$ cat src/rtl/fb_pkg.sv
// rtl/fb_pkg.sv - shared types and default geometry for the framebuffer pixel fetch path
package fb_pkg;

  localparam int DEF_ADDR_W = 17;
  localparam int DEF_IMG_W  = 300;
  localparam int DEF_IMG_H  = 300;
  localparam int DEF_X_OFF  = 170;
  localparam int DEF_Y_OFF  = 90;
  localparam int FB_WORDS   = DEF_IMG_W * DEF_IMG_H;

  typedef logic [23:0]           color_t;
  typedef logic [DEF_ADDR_W-1:0] fb_addr_t;

  localparam color_t DEF_BORDER_COLOR = 24'h000000;

  typedef enum logic {
    ST_UNSYNC = 1'b0,
    ST_SYNC   = 1'b1
  } sync_state_t;

endpackage

$ cat src/rtl/sync_delay.sv
// rtl/sync_delay.sv - fixed-depth shift register with synchronous active-high clear
module sync_delay #(
  parameter int WIDTH = 4,
  parameter int DEPTH = 2
) (
  input  logic             clk,
  input  logic             rst,
  input  logic [WIDTH-1:0] din,
  output logic [WIDTH-1:0] dout
);

  logic [WIDTH-1:0] stages [DEPTH];

  always_ff @(posedge clk) begin
    if (rst) begin
      for (int i = 0; i < DEPTH; i++) stages[i] <= '0;
    end else begin
      stages[0] <= din;
      for (int i = 1; i < DEPTH; i++) stages[i] <= stages[i-1];
    end
  end

  assign dout = stages[DEPTH-1];

endmodule

$ cat src/rtl/fb_pixel_fetch.sv
// rtl/fb_pixel_fetch.sv - raster position to framebuffer read, latency-aligned colour with delayed syncs
module fb_pixel_fetch
  import fb_pkg::*;
#(
  parameter int     IMG_W        = DEF_IMG_W,
  parameter int     IMG_H        = DEF_IMG_H,
  parameter int     X_OFF        = DEF_X_OFF,
  parameter int     Y_OFF        = DEF_Y_OFF,
  parameter int     X_W          = 10,
  parameter int     Y_W          = 9,
  parameter int     ADDR_W       = DEF_ADDR_W,
  parameter int     RD_LATENCY   = 1,
  parameter color_t BORDER_COLOR = DEF_BORDER_COLOR
) (
  input  logic              clk,
  input  logic              rst,
  input  logic [X_W-1:0]    pixel_x,
  input  logic [Y_W-1:0]    pixel_y,
  input  logic              de_in,
  input  logic              hs_in,
  input  logic              vs_in,
  output logic [ADDR_W-1:0] rd_addr,
  output logic              rd_en,
  input  logic [23:0]       rd_data,
  output color_t            color_out,
  output logic              de_out,
  output logic              hs_out,
  output logic              vs_out,
  output logic              synced
);

  localparam int L = RD_LATENCY + 2;

  localparam logic [X_W:0]      X_LO     = (X_W+1)'(X_OFF);
  localparam logic [X_W:0]      X_HI     = (X_W+1)'(X_OFF + IMG_W);
  localparam logic [Y_W:0]      Y_LO     = (Y_W+1)'(Y_OFF);
  localparam logic [Y_W:0]      Y_HI     = (Y_W+1)'(Y_OFF + IMG_H);
  localparam logic [ADDR_W-1:0] ROW_STEP = ADDR_W'(IMG_W);

  sync_state_t       state, state_next;
  logic              frame_start, synced_eff, in_win, new_line;
  logic [X_W:0]      x_ext, x_rel;
  logic [Y_W:0]      y_ext;
  logic [Y_W-1:0]    prev_y;
  logic [ADDR_W-1:0] row_base, row_base_eff;
  logic [3:0]        dly_in, dly_out;

  assign frame_start = (pixel_x == '0) && (pixel_y == '0);
  assign synced      = (state == ST_SYNC);
  assign synced_eff  = synced | frame_start;

  assign x_ext = {1'b0, pixel_x};
  assign y_ext = {1'b0, pixel_y};
  assign x_rel = x_ext - X_LO;

  assign in_win = de_in && synced_eff &&
                  (x_ext >= X_LO) && (x_ext < X_HI) &&
                  (y_ext >= Y_LO) && (y_ext < Y_HI);

  always_ff @(posedge clk) begin
    if (rst) state <= ST_UNSYNC;
    else     state <= state_next;
  end

  always_comb begin
    state_next = state;
    case (state)
      ST_UNSYNC: if (frame_start) state_next = ST_SYNC;
      ST_SYNC:   state_next = ST_SYNC;
    endcase
  end

  // The row base used this cycle already includes the line step, so the
  // first column of a new line gets the right address even when X_OFF is 0.
  assign new_line = (pixel_y != prev_y);

  always_comb begin
    row_base_eff = row_base;
    if (new_line) begin
      if (y_ext == Y_LO)
        row_base_eff = '0;
      else if ((y_ext > Y_LO) && (y_ext < Y_HI))
        row_base_eff = row_base + ROW_STEP;
    end
  end

  always_ff @(posedge clk) begin
    if (rst) begin
      prev_y   <= '0;
      row_base <= '0;
      rd_addr  <= '0;
      rd_en    <= 1'b0;
    end else begin
      prev_y   <= pixel_y;
      row_base <= row_base_eff;
      rd_en    <= in_win;
      if (in_win) rd_addr <= row_base_eff + ADDR_W'(x_rel);
    end
  end

  // Flags ride L-1 stages here; the output register below supplies the last.
  assign dly_in = {in_win, de_in, hs_in, vs_in};

  sync_delay #(
    .WIDTH (4),
    .DEPTH (L - 1)
  ) u_dly (
    .clk  (clk),
    .rst  (rst),
    .din  (dly_in),
    .dout (dly_out)
  );

  always_ff @(posedge clk) begin
    if (rst) begin
      color_out <= BORDER_COLOR;
      de_out    <= 1'b0;
      hs_out    <= 1'b0;
      vs_out    <= 1'b0;
    end else begin
      color_out <= dly_out[3] ? rd_data : BORDER_COLOR;
      de_out    <= dly_out[2];
      hs_out    <= dly_out[1];
      vs_out    <= dly_out[0];
    end
  end

endmodule

$ cat config.mk
export PLATFORM = sky130hd
export DESIGN_NAME = fb_pixel_fetch
export DESIGN_NICKNAME = d
export VERILOG_FILES = /design/src/rtl/fb_pkg.sv /design/src/rtl/sync_delay.sv /design/src/rtl/fb_pixel_fetch.sv
export SDC_FILE = /design/constraint.sdc
export NUM_CORES = 1
export LEC_CHECK = 0
export ABC_AREA = 1
export CORE_MARGIN = 4
export CORE_UTILIZATION = 45
export CTS_BUF_LIST = sky130_fd_sc_hd__clkbuf_4
export CTS_CLUSTER_DIAMETER = 150
export DETAILED_ROUTE_END_ITERATION = 8
export PLACE_DENSITY = 0.73
export SYNTH_ARGS = -nofsm -noshare
export SYNTH_HDL_FRONTEND = slang
export SYNTH_SLANG_ARGS = --single-unit
$ cat constraint.sdc
create_clock -name clk -period 7.9 [get_ports clk]
set_clock_uncertainty 0.2 [all_clocks]
set_input_delay 1.975 -clock clk [delete_from_list [all_inputs] [get_ports clk]]
set_output_delay 1.975 -clock clk [all_outputs]
set_load 0.1 [all_outputs]
==> Yosys cells after proc, flatten, opt, wreduce, memory -nomap -nowiden <==
Memory sizes are Yosys's and may differ from the RTL's.
Cells that the tools add are included.
{ "classes": {"addsub": 3, "n_lt_le_gt_ge": 5, "eq_ne": 2, "mux": 10, "bitwise": 5, "reduce_logical": 10} }
{ "ops": {"columns": ["cell", "count"], "rows": [
  ["2-to-1 mux 17 bit", 3],
  ["adder 17 x 11 -> 17 bit", 1],
  ["adder 17 x 9 -> 17 bit, second input constant", 1],
  ["subtractor 10 x 8 -> 11 bit, second input constant", 1],
  [">= comparator 10 x 8 -> 1 bit, second input constant", 1],
  ["logical NOT 10 bit", 1],
  ["less-than comparator 10 x 9 -> 1 bit, second input constant", 1],
  ["equality test 9 x 7 -> 1 bit, second input constant", 1],
  [">= comparator 9 x 7 -> 1 bit, second input constant", 1],
  ["greater-than comparator 9 x 7 -> 1 bit, second input constant", 1],
  ["logical NOT 9 bit", 1],
  ["less-than comparator 9 bit, second input constant", 1],
  ["inequality test 9 bit", 1],
  ["2-to-1 mux 4 bit", 2],
  ["logical AND 1 bit", 7],
  ["2-to-1 mux 1 bit", 4],
  ["OR 1 bit", 3],
  ["NOT 1 bit", 2],
  ["one-hot mux 1 bit (2 select lines)", 1],
  ["OR reduction 2 bit", 1]
]} }
{ "word_totals": {"register_bits": 72, "ramBits": 8, "inputBits": 48, "output_inout_bits": 46, "elab_cells": 45, "memories": 1} }
{ "mem_list": {"columns": ["memory", "words", "width", "rd", "rd_clocked_by_memory_dff", "write_ports", "line_no", "source"], "rows": [
  ["u_dly.stages", 2, 4, 2, 0, 2, "sync_delay.sv:12", "logic [WIDTH-1:0] stages [DEPTH];"]
]} }

==> Longest topological paths before layout <==
Gate-level depths: netlist (run 1).
{ "logic_depth": {"word_depth": 9, "mapped_depth": 24} }

==> By module <==
Synthesis (run 1) repeated with hierarchy kept, for this count alone.
{ "unflattened": {"cells_unflattened": 631, "hier_area_um2": 4274.1} }
{ "by_module_without_submodules": {"columns": ["module", "instances", "cells_per_inst", "area_per_inst_um2", "seq_area_each_um2"], "rows": [
  ["fb_pixel_fetch", 1, 602, 4012.6, 1441.4],
  ["sync_delay", 1, 29, 261.5, 160.2]
]} }

==> Worst setup path before layout (run 1) <==
Ideal clock, no wire load.
{ "synth_timing": {"kind": "input port to flip-flop", "start": "in pixel_y[5]", "end": "reg rd_addr[13]", "setup_time_ns": 0.113, "arrival_time_ns": 4.457, "required_ns": 7.587, "setup_slack_ns": 3.130, "cell_stages": 22, "n_path_buf": 1, "cell_sequence": "inv_2 > nand2_1 > nor2_1 > nand2_1 > nand2_1 > nand3_2 > nor2_2 > inv_2 > buf_2 > nor3_1 > nor3_1 > ha_1 > nand2_1 > nor2_1 > inv_1 > nor4_1 > nor2_1 > nor2_1 > nand2_1 > xor2_1 > o21ai_1 > inv_1"} }
{ "synth_via": {"elab_cells_between_ends": 18, "classes_between": "add/sub (1); order compare (3); eq/ne (2); mux (3); bitwise (1); reduce/logical (8)"} }
{ "synth_lines": {"columns": ["element", "line_no", "source"], "rows": [
  ["start: declaration", "fb_pixel_fetch.sv:18", "input logic [Y_W-1:0] pixel_y,"],
  ["greater-than comparator 9 x 7 -> 1 bit or less-than comparator 9 bit (tied branches)", "fb_pixel_fetch.sv:82", "else if ((y_ext > Y_LO) && (y_ext < Y_HI))"],
  ["logical AND 1 bit", "fb_pixel_fetch.sv:82", null],
  ["2-to-1 mux 17 bit", "fb_pixel_fetch.sv:82", null],
  ["2-to-1 mux 17 bit", "fb_pixel_fetch.sv:80", "if (y_ext == Y_LO)"],
  ["2-to-1 mux 17 bit (*)", "fb_pixel_fetch.sv:79", "if (new_line) begin"],
  ["net row_base_eff[8]", "fb_pixel_fetch.sv:45", "logic [ADDR_W-1:0] row_base, row_base_eff;"],
  ["adder 17 x 11 -> 17 bit (*)", "fb_pixel_fetch.sv:97", "if (in_win) rd_addr <= row_base_eff + ADDR_W'(x_rel);"],
  ["end signal: assignment", "fb_pixel_fetch.sv:97", null],
  ["end: declaration", "fb_pixel_fetch.sv:22", "output logic [ADDR_W-1:0] rd_addr,"]
]} }
The timed path passes the listed nets; every way through them passes the cells marked *.
A chain may end at the register's enable or synchronous reset.

==> Final worst setup path (run 1) <==
{ "layout_timing": {"start": "in pixel_y[1]", "end": "reg rd_addr[9]"} }
Same word-level chain as after synthesis.

==> flow_metrics.env, run 1 <==
export IMPL_yosysTopAreaCellShare_pct=38.4
export IMPL_grt_pass1_vias=3695
export IMPL_cts_resized_gates=0
export IMPL_max_clock_path_buffers=2
export IMPL_swShare_pct=33.9
export IMPL_synth_async_reset_ratio_pct=0
export IMPL_yosysTopAreaCell="dfxtp_1"
export IMPL_hold_class="reg -> reg"
export IMPL_overflow=0
export IMPL_coreArea_sq_um=8810
export IMPL_cts_inserted_buffers=9
export IMPL_relSlewSlack_pct=32.8
export IMPL_cp_top_family="simple AND/OR/NAND/NOR gates"
export IMPL_portBuffers=93
export IMPL_critPathArrivalTime_ns=5.54
export IMPL_post_route_min_period_ns=5.42
export IMPL_die_y_um=104
export IMPL_cts_tree="yes"
export IMPL_synth_most_common_cell="inv_1"
export IMPL_fillers=816
export IMPL_worst_setup_path_start_kind="primary input"
export IMPL_cts_root_buffer="clkbuf_4"
export IMPL_period_share_pct=68.6
export IMPL_rr_startpoint="prev_y[2]"
export IMPL_place_congestion=0.900
export IMPL_grt_total_usage_pct=19.5
export IMPL_initial_core_util_pct=46.8
export IMPL_avgSynthCellArea_sq_um=6.76
export IMPL_critical_path_cell_chain="clkdlybuf4s50_1 > inv_1 > nor3_1 > nand3_2 > or2_4 > inv_1 > nor2_1 > ha_1 > nand2_1 > nand2_1 > a21oi_1 > o21bai_1 > a21oi_1 > nor2_1 > nor2_1 > xor2_1 > a21oi_1"
export IMPL_netlist_top_cells_area="dfxtp_1 38%, inv_1 10%, nor2_1 9.5%"
export IMPL_netlist_top_cells_count="114 x inv_1, 104 x nor2_1, 102 x nand2_1"
export IMPL_worst_pin_slew_ns=1.00
export IMPL_power_density_nw_per_um2=161
export IMPL_ctsHoldBuffers=0
export IMPL_hold_viol_final=0
export IMPL_htree_levels=3
export IMPL_grt_max_degree=46
export IMPL_criticalPathCategory="in -> reg"
export IMPL_min_from="u_dly.stages[0][5]"
export IMPL_yosysWarnings=0
export IMPL_rsz0062_at_grt="no"
export IMPL_end_kind="register"
export IMPL_multiInputGateArea_sq_um=2020
export IMPL_clk_pin_slew_ns=0.15
export IMPL_combPwrFrac_pct=24.9
export IMPL_synth_seq_area_share_pct=38.4
export IMPL_drcViolationCount=0
export IMPL_drt_first_pass_iters=6
export IMPL_critPathMaxFanout=23
export IMPL_antenna_cells=0
export IMPL_viasPerCell=4.88
export IMPL_syn_area_sq_um=4120
export IMPL_synth_edf_count=0
export IMPL_grt_first_pass_wirelength_um=17300
export IMPL_slowest_stage="clkdlybuf4s50_1"
export IMPL_cp_slowest_stage_delay_ns=0.53
export IMPL_vias=3978
export IMPL_critical_path_required_ns=8.02
export IMPL_die_area_sq_um=10800
export IMPL_finalSetupViolations=0
export IMPL_ys_types=32
export IMPL_ys_ff_latch=79
export IMPL_switching_power_w=0.000288
export IMPL_status="complete, no violations"
export IMPL_hpwlAfterDp_um=8130
export IMPL_final_setup_tns_ns=0
export IMPL_pwr_share_clk_pct=26.2
export IMPL_synth_nets=673
export IMPL_clkSinkCount=79
export IMPL_clk_latency_ns=0.43
export IMPL_rows=34
export IMPL_max_vdd_ir_drop_uv=84.4
export IMPL_area_growth_pct=27.7
export IMPL_pre_cts_ws_ns=2.05
export IMPL_p_leak_nw=2.45
export IMPL_synth_cells=610
export IMPL_p_int_w=0.000560
export IMPL_crit_buf_inv=3
export IMPL_power_frac_seq_pct=48.9
export IMPL_drive_above_1_share_pct=6.51
export IMPL_antenna_found_initial=0
export IMPL_seq_area_sq_um=1580
export IMPL_maxCapViolCount=0
export IMPL_totalWireLength_um=10300
export IMPL_io_pins=94
export IMPL_wl_per_cell_um=12.6
export IMPL_ys_flop_type="dfxtp_1"
export IMPL_timing_fmax_ghz=0.184
export IMPL_drtIter0Drc=210
export IMPL_cts_setup_buffers=0
export IMPL_cp_startpoint="pixel_y[1]"
export IMPL_dieWidth_um=104
export IMPL_maxSlewViolCount=0
export IMPL_fin_ws_ns=2.48
export IMPL_fin_nets=765
export IMPL_detail_route_antenna_nets=0
worst paths after layout:
kind / to / slack [ns] / depth (start not counted)
setup / recovery: rd_addr[9] / 2.48 / 17
hold / removal: hs_out / 0.20 / 2
setup reg to reg: rd_addr[9] / 4.29 / 17
hold reg to reg: hs_out / 0.20 / 2
layout make-up:
class                      count  area share (%)
multi-input combinational    394            38.3
sequential                    79            30.1
timing repair buffer          95            18.0
inverter                     123            8.77
tap                          108            2.57
clock buffer                   9            1.28
clock inverter                 7            1.02
flip-flops by register name, indices dropped and copies added (netlist names):
name,flops
u_dly.stages,8
prev_y,9
row_base,17
de_out,1
color_out,24
synced,1
hs_out,1
rd_addr,17
vs_out,1
cells by family (layout without fill, tap and decap cells):
kind of cell | count (synthesis) | count (layout) | synth area share, %
flops | 79 | 79 | 38.4
simple gates | 299 | 299 | 32.0
xor+xnor | 20 | 20 | 4.25
fa+ha+maj | 15 | 15 | 4.74
buf+inv | 137 | 234 | 12.7
compound gates | 60 | 60 | 7.92
placed cells by master (no fill, tap or decap), types with 13 or more instances in the layout:
cell type / n
clkdlybuf4s50_1: 93
nand3_1: 31
ha_1: 14
nor2_1: 104
nor3_1: 22
a21oi_1: 21
dfxtp_1: 79
inv_1: 114
nand2_1: 102
nor4_1: 13
o21ai_0: 22
power by group through the flow:
stage / combinational [W] / clock [W] / sequential (W)
floorplan: 0.000141 / 0 / 0.000425
global placement: 0.000202 / 0 / 0.000423
detailed placement: 0.000207 / 0 / 0.000424
CTS: 0.000208 / 0.000232 / 0.000415
global route: 0.000236 / 0.000246 / 0.000416
finish: 0.000211 / 0.000222 / 0.000415
worst reg2reg max path: stages (launching register included):
cell      delay [ns]
dfxtp_1         0.35
inv_1           0.04
nand2_1         0.05
nand2_1         0.08
nor2_2          0.13
nand3_1         0.11
nor2_2          0.16
or2_4           0.17
inv_1           0.29
nor3_1          0.42
ha_1            0.35
a21oi_1         0.34
o21bai_1        0.15
a21oi_1         0.23
nor2_1          0.07
nor2_1          0.11
xor2_1          0.17
a21oi_1         0.09
routing by layer:
layer  global-route usage [%]  routed length [um]  vias to the layer above
li1                         -                   -                     2082
met1                     24.1                4570                     1781
met2                     33.8                5030                      100
met3                     3.61                 510                       15
met4                     7.22                 185                        0
met5                        0                   0                        -
metrics by stage:
| step | area [sq um] | instances | utilization (%) | hold slack (ns) | power (W) |
|---|---|---|---|---|---|
| 3_3_place_gp | 5140 | 799 | 58.4 | 0.189 | 0.000625 |
| 5_1_grt | 5260 | 815 | 59.8 | 0.221 | 0.000898 |
| 2_1_floorplan | 4120 | 610 | - | 0.188 | 0.000566 |
| 6_report | 5260 | 815 | 59.8 | 0.198 | 0.000848 |
| 4_1_cts | 5260 | 815 | 59.8 | 0.200 | 0.000855 |
| 3_5_place_dp | 5140 | 799 | 58.4 | 0.197 | 0.000630 |
Power figures use the tool's default switching activity.
==> inputs of run 2 (changes only) <==
- PLACE_DENSITY: 0.73 -> 0.76
- clock period: 7.9 -> 4.68 ns (I/O delays scaled with it)
==> run 2 against run 1 <==
Utilization increased by 1.2 points. Combinational power increased by 78%. Design area increased by 2.0%. Worst setup slack got worse by 2.1 ns. Non-clock buffer count is 12 higher. Flip-flop and latch count unchanged. Clock power is 74% higher. Critical endpoint is now rd_addr[13]. Largest cell class unchanged. Largest power group unchanged.
==> flow_metrics.env, run 2 (synthesized netlist as in run 1, its figures left out) <==
export IMPL_criticalPathCategory="in -> reg"
export IMPL_htree_levels=3
export IMPL_design_area_sq_um=5370
export IMPL_fin_ws_ns=0.406
export IMPL_relSlewSlack_pct=32.3
export IMPL_grt_max_degree=46
export IMPL_slowest_stage="clkdlybuf4s50_1"
export IMPL_wl_per_cell_um=12.6
export IMPL_layout_common_cells="114 x inv_1, 104 x nor2_1, 102 x nand2_1"
export IMPL_layout_commonest_cell="inv_1"
export IMPL_max_clock_path_buffers=2
export IMPL_fillers=815
export IMPL_rsz0062_at_grt="no"
export IMPL_place_congestion=0.873
export IMPL_multiInputGateArea_sq_um=2020
export IMPL_totalWireLength_um=10400
export IMPL_clkSinkCount=79
export IMPL_p_leak_nw=2.51
export IMPL_cts_tree="yes"
export IMPL_drt_first_pass_iters=4
export IMPL_area_growth_pct=30.2
export IMPL_seq_area_sq_um=1580
export IMPL_die_area_sq_um=10800
export IMPL_pre_cts_ws_ns=-0.0456
export IMPL_detail_route_antenna_nets=0
export IMPL_rows=34
export IMPL_top_regs="color_out: 24 flops, rd_addr: 17 flops, row_base: 17 flops"
export IMPL_crit_top_cell="nand2_1"
export IMPL_regMostFlops="color_out"
export IMPL_critPathMaxFanout=14
export IMPL_vias=4020
export IMPL_grt_first_pass_wirelength_um=17400
export IMPL_max_vdd_ir_drop_uv=156
export IMPL_end_kind="register"
export IMPL_hold_class="reg -> reg"
export IMPL_drcViolationCount=0
export IMPL_clk_latency_ns=0.44
export IMPL_place_area_sq_um=5240
export IMPL_dieWidth_um=104
export IMPL_finalPower_w=0.00146
export IMPL_worst_setup_path_start_kind="primary input"
export IMPL_initial_core_util_pct=46.8
export IMPL_power_density_nw_per_um2=273
export IMPL_drive_above_1_share_pct=8.07
export IMPL_antenna_cells=0
export IMPL_antenna_found_initial=0
export IMPL_viasPerCell=4.86
export IMPL_cts_inserted_buffers=9
export IMPL_post_route_min_period_ns=4.27
export IMPL_holdWs_ns=0.194
export IMPL_critical_path_required_ns=4.83
export IMPL_finalSetupViolations=0
export IMPL_io_pins=94
export IMPL_fin_nets=777
export IMPL_status="complete, no violations"
export IMPL_grt_pass1_vias=3800
export IMPL_hpwlAfterDp_um=8140
export IMPL_grt_total_usage_pct=19.5
export IMPL_largest_reg_flops=24
export IMPL_period_share_pct=91.3
export IMPL_clk_pin_slew_ns=0.15
export IMPL_maxCapViolCount=0
export IMPL_maxSlewViolCount=0
export IMPL_timing_fmax_ghz=0.234
export IMPL_hold_viol_final=0
export IMPL_portBuffers=93
export IMPL_overflow=0
export IMPL_cts_resized_gates=0
export IMPL_critical_path_cell_chain="clkdlybuf4s50_1 > inv_2 > o21ai_1 > inv_1 > nand2_1 > nand3_2 > nor2_2 > inv_2 > nor3_1 > nor3_1 > ha_1 > nand2_1 > a21oi_1 > a211oi_1 > o21ai_0 > nor2_1 > nor2_1 > nand2_1 > xor2_1 > o21ai_1 > inv_1"
export IMPL_critPathArrivalTime_ns=4.43
export IMPL_cts_root_buffer="clkbuf_4"
export IMPL_cp_slowest_stage_delay_ns=0.56
export IMPL_coreArea_sq_um=8810
export IMPL_cts_setup_buffers=0
export IMPL_ctsHoldBuffers=0
export IMPL_worst_pin_slew_ns=1.01
export IMPL_drtIter0Drc=199
export IMPL_die_y_um=104
run 2: area by class of cell:
class,instances,share of cell area [%]
multi-input cells,394,37.6
repair buffers,107,19.5
clock inverters,7,1.05
well taps,108,2.52
clock buffers,9,1.26
inverters,123,8.60
flip-flops and latches,79,29.5
run 2: final timing paths:
| kind | startpoint | to | slack (ns) | depth (start not counted) |
|---|---|---|---|---|
| worst max-delay path | pixel_y[5] | rd_addr[13] | 0.41 | 21 |
| worst min-delay path | u_dly.stages[0][5] | hs_out | 0.19 | 2 |
| worst max register to register | row_base[2] | rd_addr[13] | 1.29 | 19 |
| worst min register to register | u_dly.stages[0][5] | hs_out | 0.19 | 2 |
run 2: through the flow:
stage / utilization (%) / setup TNS [ns] / cells
finish: 61.0 / 0 / 827
global route: 61.0 / 0 / 827
floorplan: - / 0 / 610
global placement: 59.5 / -0.0139 / 811
CTS: 61.0 / 0 / 827
detailed placement: 59.5 / -0.0456 / 811
run 2: critical path, delay by kind of cell:
kind	cells	cell delay [ns]
AO/OA/AOI/OAI	5	0.68
XOR/XNOR	1	0.06
buffers and inverters	5	0.89
AND/OR/NAND/NOR	9	1.27
adder cells (fa/ha/maj)	1	0.34
run 2: where the power goes:
part	switching, W	internal [W]
registers	0.0000107	0.000690
clock network	0.000271	0.000116
logic	0.000213	0.000163
total	0.000494	0.000968
run 2: metal layers:
metal	vias to the layer above	track usage [%]	routed length (um)
met5	-	0	0
met3	16	3.42	494
met2	92	34.0	5160
met1	1802	23.8	4540
li1	2110	-	-
met4	0	8.07	205
==> inputs of run 3 (changes only) <==
- CELL_PAD_IN_SITES_DETAIL_PLACEMENT: unset -> 0
- CELL_PAD_IN_SITES_GLOBAL_PLACEMENT: unset -> 1
- CORE_UTILIZATION: 45 -> 33
- PLACE_DENSITY: 0.76 -> unset
- PLACE_DENSITY_LB_ADDON: unset -> 0.1
==> run 3 against run 2 <==
Worst setup slack got worse by 0.058 ns. Critical path depth rose by 2. Utilization fell by 14 points. Clock power rose by 9.0%. Cell count rose by 11%. Sequential share of layout area fell by 1.8 points. Wire length rose by 8.6%. Via count rose by 0.50%. Register-to-register slack improved by 0.02 ns.
==> flow_metrics.env, run 3 (synthesized netlist as in run 1, its figures left out) <==
export IMPL_holdWs_ns=0.212
export IMPL_relSlewSlack_pct=32.5
export IMPL_status="complete, no violations"
export IMPL_crit_top_cell="nand2_1"
export IMPL_clk_latency_ns=0.45
export IMPL_cts_inserted_buffers=9
export IMPL_critical_path_cell_chain="clkdlybuf4s50_1 > inv_2 > nand2_1 > nand2_1 > nor2_1 > nand3_1 > nor2_2 > or2_4 > inv_1 > buf_4 > buf_4 > nor3_1 > ha_1 > nand2_1 > nor2_1 > inv_1 > nor4_1 > nor2_2 > nor2_1 > nand2_1 > xor2_1 > o21ai_1 > inv_1"
export IMPL_clk_pin_slew_ns=0.14
export IMPL_initial_core_util_pct=34.0
export IMPL_antenna_found_initial=0
export IMPL_fin_ws_ns=0.348
export IMPL_max_clock_path_buffers=2
export IMPL_pre_cts_ws_ns=-0.151
export IMPL_detail_route_antenna_nets=0
export IMPL_rsz0062_at_grt="no"
export IMPL_overflow=0
export IMPL_wl_per_cell_um=12.3
export IMPL_finalSetupViolations=0
export IMPL_fillers=1260
export IMPL_p_leak_nw=2.68
export IMPL_maxCapViolCount=0
export IMPL_worst_setup_path_start_kind="primary input"
export IMPL_timing_fmax_ghz=0.231
export IMPL_die_y_um=120
export IMPL_slowest_stage="clkdlybuf4s50_1"
export IMPL_antenna_cells=0
export IMPL_portBuffers=93
export IMPL_critPathArrivalTime_ns=4.49
export IMPL_min_to="u_dly.stages[0][6]"
export IMPL_cp_slowest_stage_delay_ns=0.55
export IMPL_grt_pass1_vias=3963
export IMPL_hold_class="reg -> reg"
export IMPL_largest_reg_flops=24
export IMPL_top_regs="color_out: 24 flops, rd_addr: 17 flops, row_base: 17 flops"
export IMPL_r2r_end="rd_addr[13]"
export IMPL_seq_area_sq_um=1580
export IMPL_cts_root_buffer="clkbuf_4"
export IMPL_fin_nets=808
export IMPL_cts_setup_buffers=0
export IMPL_vias=4040
export IMPL_r2r_setup_slack_ns=1.31
export IMPL_drcViolationCount=0
export IMPL_post_route_min_period_ns=4.33
export IMPL_period_share_pct=92.6
export IMPL_worst_pin_slew_ns=1.01
export IMPL_coreArea_sq_um=12100
export IMPL_totalWireLength_um=11300
export IMPL_rows=40
export IMPL_htree_levels=3
export IMPL_layout_commonest_cell="inv_1"
export IMPL_worstRegToRegCells=19
export IMPL_drtIter0Drc=202
export IMPL_drive_above_1_share_pct=12.3
export IMPL_hold_viol_final=0
export IMPL_hpwlAfterDp_um=8900
export IMPL_cts_tree="yes"
export IMPL_critPathMaxFanout=14
export IMPL_rr_startpoint="row_base[2]"
export IMPL_io_pins=94
export IMPL_clkSinkCount=79
export IMPL_critical_path_required_ns=4.84
export IMPL_criticalPathCategory="in -> reg"
export IMPL_end_kind="register"
export IMPL_multiInputGateArea_sq_um=2030
export IMPL_layout_common_cells="114 x inv_1, 102 x nand2_1, 102 x nor2_1"
export IMPL_place_congestion=0.948
export IMPL_power_density_nw_per_um2=274
export IMPL_regMostFlops="color_out"
export IMPL_holdPathStages=2
export IMPL_drt_first_pass_iters=4
export IMPL_die_area_sq_um=14300
export IMPL_grt_first_pass_wirelength_um=18700
export IMPL_grt_max_degree=45
export IMPL_maxSlewViolCount=0
export IMPL_min_from="u_dly.stages[0][2]"
export IMPL_grt_total_usage_pct=16.4
export IMPL_dieWidth_um=120
export IMPL_area_growth_pct=38.5
export IMPL_max_vdd_ir_drop_uv=232
export IMPL_viasPerCell=4.40
run 3: cell types whose count changed in the layout (fill, tap and decap cells not counted), sizes merged:
cell      delta
clkinvlp     -1
buf         +31
inv          -2
clkinv       +2
bufinv       +1
run 3: worst max-delay path by stage:
| stage | cells after the start | slack (ns) | startpoint | to |
|---|---|---|---|---|
| 2_1_floorplan | 22 | 0.72 | pixel_y[5] | rd_addr[13] |
| 3_3_place_gp | 21 | -0.24 | pixel_y[2] | rd_addr[13] |
| 3_5_place_dp | 21 | -0.15 | pixel_y[2] | rd_addr[13] |
| 4_1_cts | 18 | 0.34 | pixel_y[2] | rd_addr[7] |
| 5_1_grt | 23 | 0.06 | pixel_y[6] | rd_addr[13] |
| 6_report | 23 | 0.35 | pixel_y[6] | rd_addr[13] |
run 3: area by class of cell:
class	instances	share of cell area [%]
tap	168	3.68
timing repair buffer	138	22.5
clock buffer	9	1.18
inverter	123	8.09
sequential	79	27.7
clock inverter	7	1.27
multi-input combinational	394	35.6
run 3: critical path: cells and delay by family:
kind / cells / cell delay, ns
adders and majority gates: 1 / 0.23
AOI/OAI and AO/OA: 1 / 0.12
buffers and inverters: 7 / 1.12
and+or+nand+nor: 13 / 1.70
xor gates and xnor gates: 1 / 0.14
run 3: power by group:
part	leakage [nW]	total (W)	internal [W]	switching [W]
registers	0.643	0.000701	0.000690	0.0000105
logic	1.97	0.000440	0.000203	0.000237
clock network	0.0739	0.000422	0.000164	0.000258
total	2.68	0.00156	0.00106	0.000505
run 3: per-stage QoR:
stage	cells	setup TNS (ns)	util (%)	area (sq um)	power, W
3_3_place_gp	902	-1.40	45.9	5550	0.00115
5_1_grt	918	0	47.1	5710	0.00167
3_5_place_dp	902	-0.881	45.9	5550	0.00115
2_1_floorplan	610	0	-	4120	0.000955
6_report	918	0	47.1	5710	0.00156
4_1_cts	918	0	47.0	5690	0.00159
run 3: layer usage:
layer	wire [um]	GRT usage, %	share of wire (%)	vias up
met1	5360	20.6	47	1767
met5	0	0	0	-
met3	801	5.66	7.1	14
met4	245	7.52	2.2	0
li1	-	-	-	2162
met2	4890	25.1	43	97
run 3: timing repair:
item / in CTS / in global routing
setup endpoints to repair: 0 / 6
hold buffers: 0 / 0
gates resized for setup: 0 / 3
